### src/rtl/mem_arbiter_if.sv
// Request/response bundle shared by mem_arbiter, the icache, the load/store
// buffer and the byte-serial memory controller.
interface mem_arbiter_if #(
    parameter int LINE_WORDS = 4
);
    localparam int IDX_W = (LINE_WORDS > 1) ? $clog2(LINE_WORDS) : 1;

    logic             if_valid;
    logic [31:0]      if_addr;
    logic             if_word_valid;
    logic [IDX_W-1:0] if_word_idx;
    logic [31:0]      if_word;
    logic             if_done;

    logic             ls_valid;
    logic             ls_wr;
    logic [31:0]      ls_addr;
    logic [2:0]       ls_len;
    logic [31:0]      ls_data;
    logic             ls_ready;
    logic [31:0]      ls_res;

    logic             mc_valid;
    logic             mc_wr;
    logic [31:0]      mc_addr;
    logic [2:0]       mc_len;
    logic [31:0]      mc_data;
    logic             mc_ready;
    logic [31:0]      mc_res;

    // Arbiter-side view: serves the two requesters, drives the controller.
    modport slave (
        input  if_valid, if_addr, ls_valid, ls_wr, ls_addr, ls_len, ls_data,
               mc_ready, mc_res,
        output if_word_valid, if_word_idx, if_word, if_done, ls_ready, ls_res,
               mc_valid, mc_wr, mc_addr, mc_len, mc_data
    );

    modport master (
        output if_valid, if_addr, ls_valid, ls_wr, ls_addr, ls_len, ls_data,
               mc_ready, mc_res,
        input  if_word_valid, if_word_idx, if_word, if_done, ls_ready, ls_res,
               mc_valid, mc_wr, mc_addr, mc_len, mc_data
    );
endinterface

### src/rtl/mem_arbiter.sv
// Shares the memory controller between icache line refills and single
// load/store accesses; a refill is expanded into LINE_WORDS word reads.
module mem_arbiter #(
    parameter int LINE_WORDS = 4
) (
    input  logic         clk_in,
    input  logic         rst_n_in,
    input  logic         rdy_in,
    input  logic         clear_in,
    mem_arbiter_if.slave bus
);
    localparam int IDX_W = (LINE_WORDS > 1) ? $clog2(LINE_WORDS) : 1;
    localparam logic [IDX_W-1:0] LAST_IDX = IDX_W'(LINE_WORDS - 1);

    localparam logic [1:0] IDLE   = 2'd0;
    localparam logic [1:0] BUSY_I = 2'd1;
    localparam logic [1:0] BUSY_D = 2'd2;
    localparam logic [1:0] DONE   = 2'd3;

    localparam logic GRANT_I = 1'b0;
    localparam logic GRANT_D = 1'b1;

    logic [1:0]       state_q, state_d;
    logic             lastGrant_q, lastGrant_d;
    logic [IDX_W-1:0] wordCnt_q, wordCnt_d;
    logic             cancel_q, cancel_d;

    logic             mcValid_q, mcValid_d;
    logic             mcWr_q, mcWr_d;
    logic [31:0]      mcAddr_q, mcAddr_d;
    logic [2:0]       mcLen_q, mcLen_d;
    logic [31:0]      mcData_q, mcData_d;

    logic             wordValid_q, wordValid_d;
    logic [IDX_W-1:0] wordIdx_q, wordIdx_d;
    logic [31:0]      word_q, word_d;
    logic             ifDone_q, ifDone_d;
    logic             lsReady_q, lsReady_d;
    logic [31:0]      lsRes_q, lsRes_d;

    logic grantI;
    logic cancelNow;

    // On a tie the requester that was not served last wins.
    always_comb begin
        grantI    = bus.if_valid & ~clear_in & (~bus.ls_valid | (lastGrant_q == GRANT_D));
        cancelNow = cancel_q | clear_in;
    end

    always_comb begin
        state_d     = state_q;
        lastGrant_d = lastGrant_q;
        wordCnt_d   = wordCnt_q;
        cancel_d    = cancel_q;
        mcValid_d   = mcValid_q;
        mcWr_d      = mcWr_q;
        mcAddr_d    = mcAddr_q;
        mcLen_d     = mcLen_q;
        mcData_d    = mcData_q;
        wordValid_d = wordValid_q;
        wordIdx_d   = wordIdx_q;
        word_d      = word_q;
        ifDone_d    = ifDone_q;
        lsReady_d   = lsReady_q;
        lsRes_d     = lsRes_q;

        if (rdy_in) begin
            wordValid_d = 1'b0;
            ifDone_d    = 1'b0;
            lsReady_d   = 1'b0;
            case (state_q)
                IDLE: begin
                    if (grantI) begin
                        mcValid_d   = 1'b1;
                        mcWr_d      = 1'b0;
                        mcLen_d     = 3'b010;
                        mcAddr_d    = bus.if_addr;
                        wordCnt_d   = '0;
                        cancel_d    = 1'b0;
                        lastGrant_d = GRANT_I;
                        state_d     = BUSY_I;
                    end else if (bus.ls_valid) begin
                        mcValid_d   = 1'b1;
                        mcWr_d      = bus.ls_wr;
                        mcLen_d     = bus.ls_len;
                        mcAddr_d    = bus.ls_addr;
                        mcData_d    = bus.ls_data;
                        lastGrant_d = GRANT_D;
                        state_d     = BUSY_D;
                    end
                end
                BUSY_I: begin
                    // The word in flight cannot be aborted; a flush only drops its data.
                    cancel_d = cancelNow;
                    if (bus.mc_ready) begin
                        if (!cancelNow) begin
                            wordValid_d = 1'b1;
                            wordIdx_d   = wordCnt_q;
                            word_d      = bus.mc_res;
                        end
                        if (!cancelNow && (wordCnt_q != LAST_IDX)) begin
                            wordCnt_d = wordCnt_q + IDX_W'(1);
                            mcAddr_d  = mcAddr_q + 32'd4;
                        end else begin
                            mcValid_d = 1'b0;
                            ifDone_d  = 1'b1;
                            state_d   = DONE;
                        end
                    end
                end
                BUSY_D: begin
                    if (bus.mc_ready) begin
                        lsRes_d   = mcWr_q ? 32'd0 : bus.mc_res;
                        lsReady_d = 1'b1;
                        mcValid_d = 1'b0;
                        state_d   = DONE;
                    end
                end
                DONE:    state_d = IDLE;
                default: state_d = IDLE;
            endcase
        end
    end

    always_ff @(posedge clk_in or negedge rst_n_in) begin
        if (!rst_n_in) begin
            state_q     <= IDLE;
            lastGrant_q <= GRANT_D;
            wordCnt_q   <= '0;
            cancel_q    <= 1'b0;
            mcValid_q   <= 1'b0;
            mcWr_q      <= 1'b0;
            mcAddr_q    <= '0;
            mcLen_q     <= '0;
            mcData_q    <= '0;
            wordValid_q <= 1'b0;
            wordIdx_q   <= '0;
            word_q      <= '0;
            ifDone_q    <= 1'b0;
            lsReady_q   <= 1'b0;
            lsRes_q     <= '0;
        end else begin
            state_q     <= state_d;
            lastGrant_q <= lastGrant_d;
            wordCnt_q   <= wordCnt_d;
            cancel_q    <= cancel_d;
            mcValid_q   <= mcValid_d;
            mcWr_q      <= mcWr_d;
            mcAddr_q    <= mcAddr_d;
            mcLen_q     <= mcLen_d;
            mcData_q    <= mcData_d;
            wordValid_q <= wordValid_d;
            wordIdx_q   <= wordIdx_d;
            word_q      <= word_d;
            ifDone_q    <= ifDone_d;
            lsReady_q   <= lsReady_d;
            lsRes_q     <= lsRes_d;
        end
    end

    assign bus.mc_valid      = mcValid_q;
    assign bus.mc_wr         = mcWr_q;
    assign bus.mc_addr       = mcAddr_q;
    assign bus.mc_len        = mcLen_q;
    assign bus.mc_data       = mcData_q;
    assign bus.if_word_valid = wordValid_q;
    assign bus.if_word_idx   = wordIdx_q;
    assign bus.if_word       = word_q;
    assign bus.if_done       = ifDone_q;
    assign bus.ls_ready      = lsReady_q;
    assign bus.ls_res        = lsRes_q;
endmodule

### src/flat_wrapper.sv
// flat-port wrapper written by rule: the top's interface ports become plain ports
module mem_arbiter_flat 
#(
    parameter int LINE_WORDS = 4
)
  (clk_in, rst_n_in, rdy_in, clear_in, bus_if_valid, bus_if_addr, bus_ls_valid, bus_ls_wr, bus_ls_addr, bus_ls_len, bus_ls_data, bus_mc_ready, bus_mc_res, bus_if_word_valid, bus_if_word_idx, bus_if_word, bus_if_done, bus_ls_ready, bus_ls_res, bus_mc_valid, bus_mc_wr, bus_mc_addr, bus_mc_len, bus_mc_data);
  mem_arbiter_if #(.LINE_WORDS(LINE_WORDS)) bus_i ();
  input  logic clk_in;
  input  logic rst_n_in;
  input  logic rdy_in;
  input  logic clear_in;
  input wire logic [$bits(bus_i.if_valid)-1:0] bus_if_valid;
  input wire logic [$bits(bus_i.if_addr)-1:0] bus_if_addr;
  input wire logic [$bits(bus_i.ls_valid)-1:0] bus_ls_valid;
  input wire logic [$bits(bus_i.ls_wr)-1:0] bus_ls_wr;
  input wire logic [$bits(bus_i.ls_addr)-1:0] bus_ls_addr;
  input wire logic [$bits(bus_i.ls_len)-1:0] bus_ls_len;
  input wire logic [$bits(bus_i.ls_data)-1:0] bus_ls_data;
  input wire logic [$bits(bus_i.mc_ready)-1:0] bus_mc_ready;
  input wire logic [$bits(bus_i.mc_res)-1:0] bus_mc_res;
  output wire logic [$bits(bus_i.if_word_valid)-1:0] bus_if_word_valid;
  output wire logic [$bits(bus_i.if_word_idx)-1:0] bus_if_word_idx;
  output wire logic [$bits(bus_i.if_word)-1:0] bus_if_word;
  output wire logic [$bits(bus_i.if_done)-1:0] bus_if_done;
  output wire logic [$bits(bus_i.ls_ready)-1:0] bus_ls_ready;
  output wire logic [$bits(bus_i.ls_res)-1:0] bus_ls_res;
  output wire logic [$bits(bus_i.mc_valid)-1:0] bus_mc_valid;
  output wire logic [$bits(bus_i.mc_wr)-1:0] bus_mc_wr;
  output wire logic [$bits(bus_i.mc_addr)-1:0] bus_mc_addr;
  output wire logic [$bits(bus_i.mc_len)-1:0] bus_mc_len;
  output wire logic [$bits(bus_i.mc_data)-1:0] bus_mc_data;
  assign bus_i.if_valid = bus_if_valid;
  assign bus_i.if_addr = bus_if_addr;
  assign bus_i.ls_valid = bus_ls_valid;
  assign bus_i.ls_wr = bus_ls_wr;
  assign bus_i.ls_addr = bus_ls_addr;
  assign bus_i.ls_len = bus_ls_len;
  assign bus_i.ls_data = bus_ls_data;
  assign bus_i.mc_ready = bus_mc_ready;
  assign bus_i.mc_res = bus_mc_res;
  assign bus_if_word_valid = bus_i.if_word_valid;
  assign bus_if_word_idx = bus_i.if_word_idx;
  assign bus_if_word = bus_i.if_word;
  assign bus_if_done = bus_i.if_done;
  assign bus_ls_ready = bus_i.ls_ready;
  assign bus_ls_res = bus_i.ls_res;
  assign bus_mc_valid = bus_i.mc_valid;
  assign bus_mc_wr = bus_i.mc_wr;
  assign bus_mc_addr = bus_i.mc_addr;
  assign bus_mc_len = bus_i.mc_len;
  assign bus_mc_data = bus_i.mc_data;
  mem_arbiter #(.LINE_WORDS(LINE_WORDS)) u_core (.clk_in(clk_in), .rst_n_in(rst_n_in), .rdy_in(rdy_in), .clear_in(clear_in), .bus(bus_i));
endmodule
### config.mk
export PLATFORM = sky130hd
export DESIGN_NAME = mem_arbiter_flat
export DESIGN_NICKNAME = d
export VERILOG_FILES = /design/src/rtl/mem_arbiter_if.sv /design/src/rtl/mem_arbiter.sv /design/src/flat_wrapper.sv
export SDC_FILE = /design/constraint.sdc
export NUM_CORES = 1
export LEC_CHECK = 0
export BUFFER_PORTS_ARGS = -buffer_cell sky130_fd_sc_hd__buf_2
export CAP_MARGIN = 20
export CORE_UTILIZATION = 31
export CTS_CLUSTER_DIAMETER = 80
export DETAILED_ROUTE_END_ITERATION = 10
export PLACE_DENSITY = 0.59
export SYNTH_ARGS = -nofsm -noshare
export SYNTH_HDL_FRONTEND = slang
export SYNTH_SLANG_ARGS = --single-unit
### constraint.sdc
create_clock -name clk_in -period 4 [get_ports clk_in]
set_input_delay 0.2 -clock clk_in [delete_from_list [all_inputs] [get_ports clk_in]]
set_output_delay 0.2 -clock clk_in [all_outputs]
set_load 0.03 [all_outputs]
==> out/qor.tcl <==
set qor(outcome) {finished, violations left}
set qor(violations) {DRC}
set qor(grt_start_max_net_pins) 82
set qor(syn_to_final_growth_pct) 35.7
set qor(antenna_cells_inserted) 0
set qor(routed_wire_length_per_instance_um) 16.1
set qor(sequential_cell_area_um2) 3600
set qor(finish.utilization_pct) 43.2
set qor(final_design_area_no_fill_um2) 9490
set qor(critical_path.startpoint_type) {register}
set qor(stdcell_count) 1228
set qor(yosys_warn_count) 0
set qor(die_h_um) 152
set qor(cts_made_buffers) 17
set qor(holdWs_ps) 18.2
set qor(number_of_sinks_driven_by_the_clock_tree) 144
set qor(slew-limit-headroom_pct) 33.8
set qor(timing_max_transition_violations_final) 0
set qor(core_area_um2) 22000
set qor(post_synth_inst_count) 638
set qor(seq_area_frac_synth_pct) 51.6
set qor(drt_drc_violations_left) 24
set qor(worstSkewPairLatency_ps) 420
set qor(peakVddDrop_uv) 373
set qor(multi_input_comb_area_um2) 3140
set qor(num-fill-cells) 2139
set qor(routabilityCongestion) 0.784
set qor(synth-async-reset-ratio_pct) 100
set qor(timing.setup.critical_path_class) {register to register}
set qor(placement.cell_area_um2) 8600
set qor(grt_first_pass_wirelength_um) 31900
set qor(post_synth_num_cell_types) 56
set qor(routed_via_count) 5976
set qor(dp_cells) 1164
set qor(initial_core_util_pct) 31.8
set qor(report.power.total_mw) 7.79
set qor(path_clk_slew_ps) 70
set qor(synth.net_count) 785
set qor(width_of_the_chip_um) 152
set qor(cts_tree) {built}
set qor(synth_edf_count) 0
set qor(synth.ff_latch_count) 144
set qor(setup_ws_ps) 1510
set qor(first_pass_iters) 9
set qor(grt_util_all_layers_pct) 17.4
set qor(fin_setup_tns_ps) 0
set qor(max-cap-violations) 0
set qor(critPathArrivalTime_ps) 2810
set qor(avgSynthCellArea_um2) 11.0
set qor(boundaryPins) 277
set qor(nets) 1082
set qor(drt_first_iter_violations) 298
set qor(dominantRegCellSynth) {sky130_fd_sc_hd__dfrtp_1}
set qor(syn-cell-area_um2) 6990
set qor(vias_in_the_first_global_route) 5875
set qor(port_buffers) 276
set qor(pre_cts_ws_ps) 1530
set qor(cts_resized) 0
set qor(core.rowCount) 54
set qor(drt.antenna.violating_nets) 0
set qor(unrepaired_setup_endpoints_after_global_routing) {no}
set qor(min_period_over_period_pct) 62.3
set qor(tightestPinTransition_ps) 994
set qor(total_leakage_power_nw) 4.61
set qor(final_critical_delay_including_setup_and_external_delays_ps) 2490
set qor(crit_path_max_fanout) 20
set qor(critPathCaptureType) {register}
set qor(final-setup-viol-count) 0
set qor(maxClockFrequency_ghz) 0.401
set qor(clock_skew_ps) 8.47
set qor(drive_above_1_share_pct) 44.3
set qor(ctsRootBufferMaster) {sky130_fd_sc_hd__clkbuf_16}
set qor(cts-htree-levels) 4
set qor(die_ar_um2) 23200
set qor(clock_tree.buffer_depth) 2
set qor(ctsHoldBuffers) 31
set qor(via_per_inst) 4.87
set qor(antenna_found_initial) 2
set qor(postCtsSetupBuffers) 0
set qor(p_per_area_nw_per_um2) 821
set qor(min-delay-path-class) {input pin to register}
set qor(worst_ep_required_time_ps) 4320
set qor(routed_wirelength_um) 19800
set qor(dp_hpwl_um) 13700
set qor(final-hold-violation-count) 0
set qor(grt_overflow_total) 0
-- kinds of logic (layout without fill, tap and decap cells) --
group                      after synthesis  in the layout  share of synthesized area (%)
adders and majority gates                8              8                           1.43
and+or+nand+nor                        187            187                           14.2
muxes                                   99             99                           15.8
buffers and inverters                   54            364                           3.72
DFF                                    144            144                           51.6
AOI/OAI and AO/OA                      146            146                           13.3
-- layer usage --
metal	vias to the layer above	global-route usage [%]	wire length, um
li1	2897	-	-
met1	2813	22.7	8730
met2	238	27.5	9220
met3	24	5.52	1490
met4	4	5.15	309
met5	-	0	23
-- where the power goes --
part           total [mW]  internal [mW]  switching, mW
combinational        3.66           1.25           2.41
sequential           2.62           2.11          0.510
clock                1.51          0.812          0.694
-- state kept, by name (all words and copies together), names as in the netlist, 2 cells and up --
name	cells
u_core.bus.if_word	32
u_core.bus.if_word_idx	2
u_core.bus.ls_res	32
u_core.bus.mc_addr	32
u_core.bus.mc_data	32
u_core.bus.mc_len	3
u_core.state_q	2
u_core.wordCnt_q	2
-- final timing paths --
check / start / end / slack, ps / cells past startpoint
worst max-delay path: u_core.state_q[0] / u_core.bus.mc_addr[30] / 1510 / 8
worst min-delay path: bus_ls_data[10] / u_core.bus.mc_data[10] / 20 / 2
worst max register to register: u_core.state_q[0] / u_core.bus.mc_addr[30] / 1510 / 8
worst min register to register: u_core.bus.ls_res[7] / u_core.bus.ls_res[7] / 470 / 2
max in group asynchronous: rst_n_in / u_core.bus.ls_res[26] / 2620 / 3
min in group asynchronous: rst_n_in / u_core.bus.if_word[18] / 410 / 2
-- critical path: stages, from the launching register on --
cell                      delay (ps)
sky130_fd_sc_hd__dfrtp_1         440
sky130_fd_sc_hd__inv_1           130
sky130_fd_sc_hd__ha_1            260
sky130_fd_sc_hd__nor2b_1         210
sky130_fd_sc_hd__a31oi_1         100
sky130_fd_sc_hd__nor2_2          680
sky130_fd_sc_hd__buf_4           350
sky130_fd_sc_hd__nor2_1           60
sky130_fd_sc_hd__nor4_1          160
-- cells in the mapped netlist, types with 3 or more instances --
cell                        count  area share (%)
sky130_fd_sc_hd__ha_1           8             1.4
sky130_fd_sc_hd__dfrtp_1      143              51
sky130_fd_sc_hd__nand3_1       22             1.6
sky130_fd_sc_hd__o22ai_1       12             1.1
sky130_fd_sc_hd__inv_1         16            0.86
sky130_fd_sc_hd__o31ai_1        4            0.43
sky130_fd_sc_hd__nor2_1        14            0.75
sky130_fd_sc_hd__mux2i_1        8             1.1
sky130_fd_sc_hd__buf_2         13            0.93
sky130_fd_sc_hd__a22o_1         4            0.50
sky130_fd_sc_hd__a2bb2oi_1     15             1.9
sky130_fd_sc_hd__clkbuf_1      18            0.97
sky130_fd_sc_hd__and4_1         3            0.38
sky130_fd_sc_hd__or3_1          4            0.36
sky130_fd_sc_hd__nand2_1       70             3.8
sky130_fd_sc_hd__nor3_1         7            0.50
sky130_fd_sc_hd__a21oi_1       26             1.9
sky130_fd_sc_hd__a31o_2         3            0.38
sky130_fd_sc_hd__o21ai_0       60             4.3
sky130_fd_sc_hd__and3_1         3            0.27
sky130_fd_sc_hd__nand2b_1      33             3.0
sky130_fd_sc_hd__a31oi_1        4            0.36
sky130_fd_sc_hd__nor4_1         4            0.36
sky130_fd_sc_hd__buf_6          5            0.81
sky130_fd_sc_hd__mux2_2        82              13
sky130_fd_sc_hd__nand4_1       11            0.98
sky130_fd_sc_hd__mux2_1         9             1.4
-- layout by cell type, fill, tap and decap left out, types with 3 or more instances in the layout --
| master | n |
|---|---|
| sky130_fd_sc_hd__a2bb2oi_1 | 15 |
| sky130_fd_sc_hd__o21ai_0 | 60 |
| sky130_fd_sc_hd__inv_1 | 16 |
| sky130_fd_sc_hd__clkinvlp_4 | 3 |
| sky130_fd_sc_hd__o31ai_1 | 4 |
| sky130_fd_sc_hd__and3_1 | 3 |
| sky130_fd_sc_hd__buf_4 | 7 |
| sky130_fd_sc_hd__nand2b_1 | 33 |
| sky130_fd_sc_hd__ha_1 | 7 |
| sky130_fd_sc_hd__mux2_2 | 82 |
| sky130_fd_sc_hd__nand4_1 | 11 |
| sky130_fd_sc_hd__dfrtp_1 | 143 |
| sky130_fd_sc_hd__nand3_1 | 21 |
| sky130_fd_sc_hd__nor3_1 | 7 |
| sky130_fd_sc_hd__inv_6 | 7 |
| sky130_fd_sc_hd__o22ai_1 | 12 |
| sky130_fd_sc_hd__or3_1 | 4 |
| sky130_fd_sc_hd__nor4_1 | 4 |
| sky130_fd_sc_hd__buf_2 | 275 |
| sky130_fd_sc_hd__mux2i_1 | 8 |
| sky130_fd_sc_hd__a31oi_1 | 4 |
| sky130_fd_sc_hd__and4_1 | 3 |
| sky130_fd_sc_hd__a31o_2 | 3 |
| sky130_fd_sc_hd__clkbuf_16 | 17 |
| sky130_fd_sc_hd__nand2_1 | 70 |
| sky130_fd_sc_hd__dlygate4sd3_1 | 31 |
| sky130_fd_sc_hd__a21oi_1 | 26 |
| sky130_fd_sc_hd__mux2_1 | 9 |
| sky130_fd_sc_hd__a22o_1 | 4 |
| sky130_fd_sc_hd__nor2_1 | 13 |
-- layout make-up --
| type | instances | share of cell area, % |
|---|---|---|
| timing repair buffer | 315 | 18.7 |
| sequential | 144 | 38.0 |
| clock buffer | 18 | 4.52 |
| tap | 280 | 3.69 |
| clock inverter | 14 | 1.24 |
| multi-input combinational | 440 | 33.1 |
| inverter | 17 | 0.673 |
Note: power is estimated with default switching activity, not from simulation.
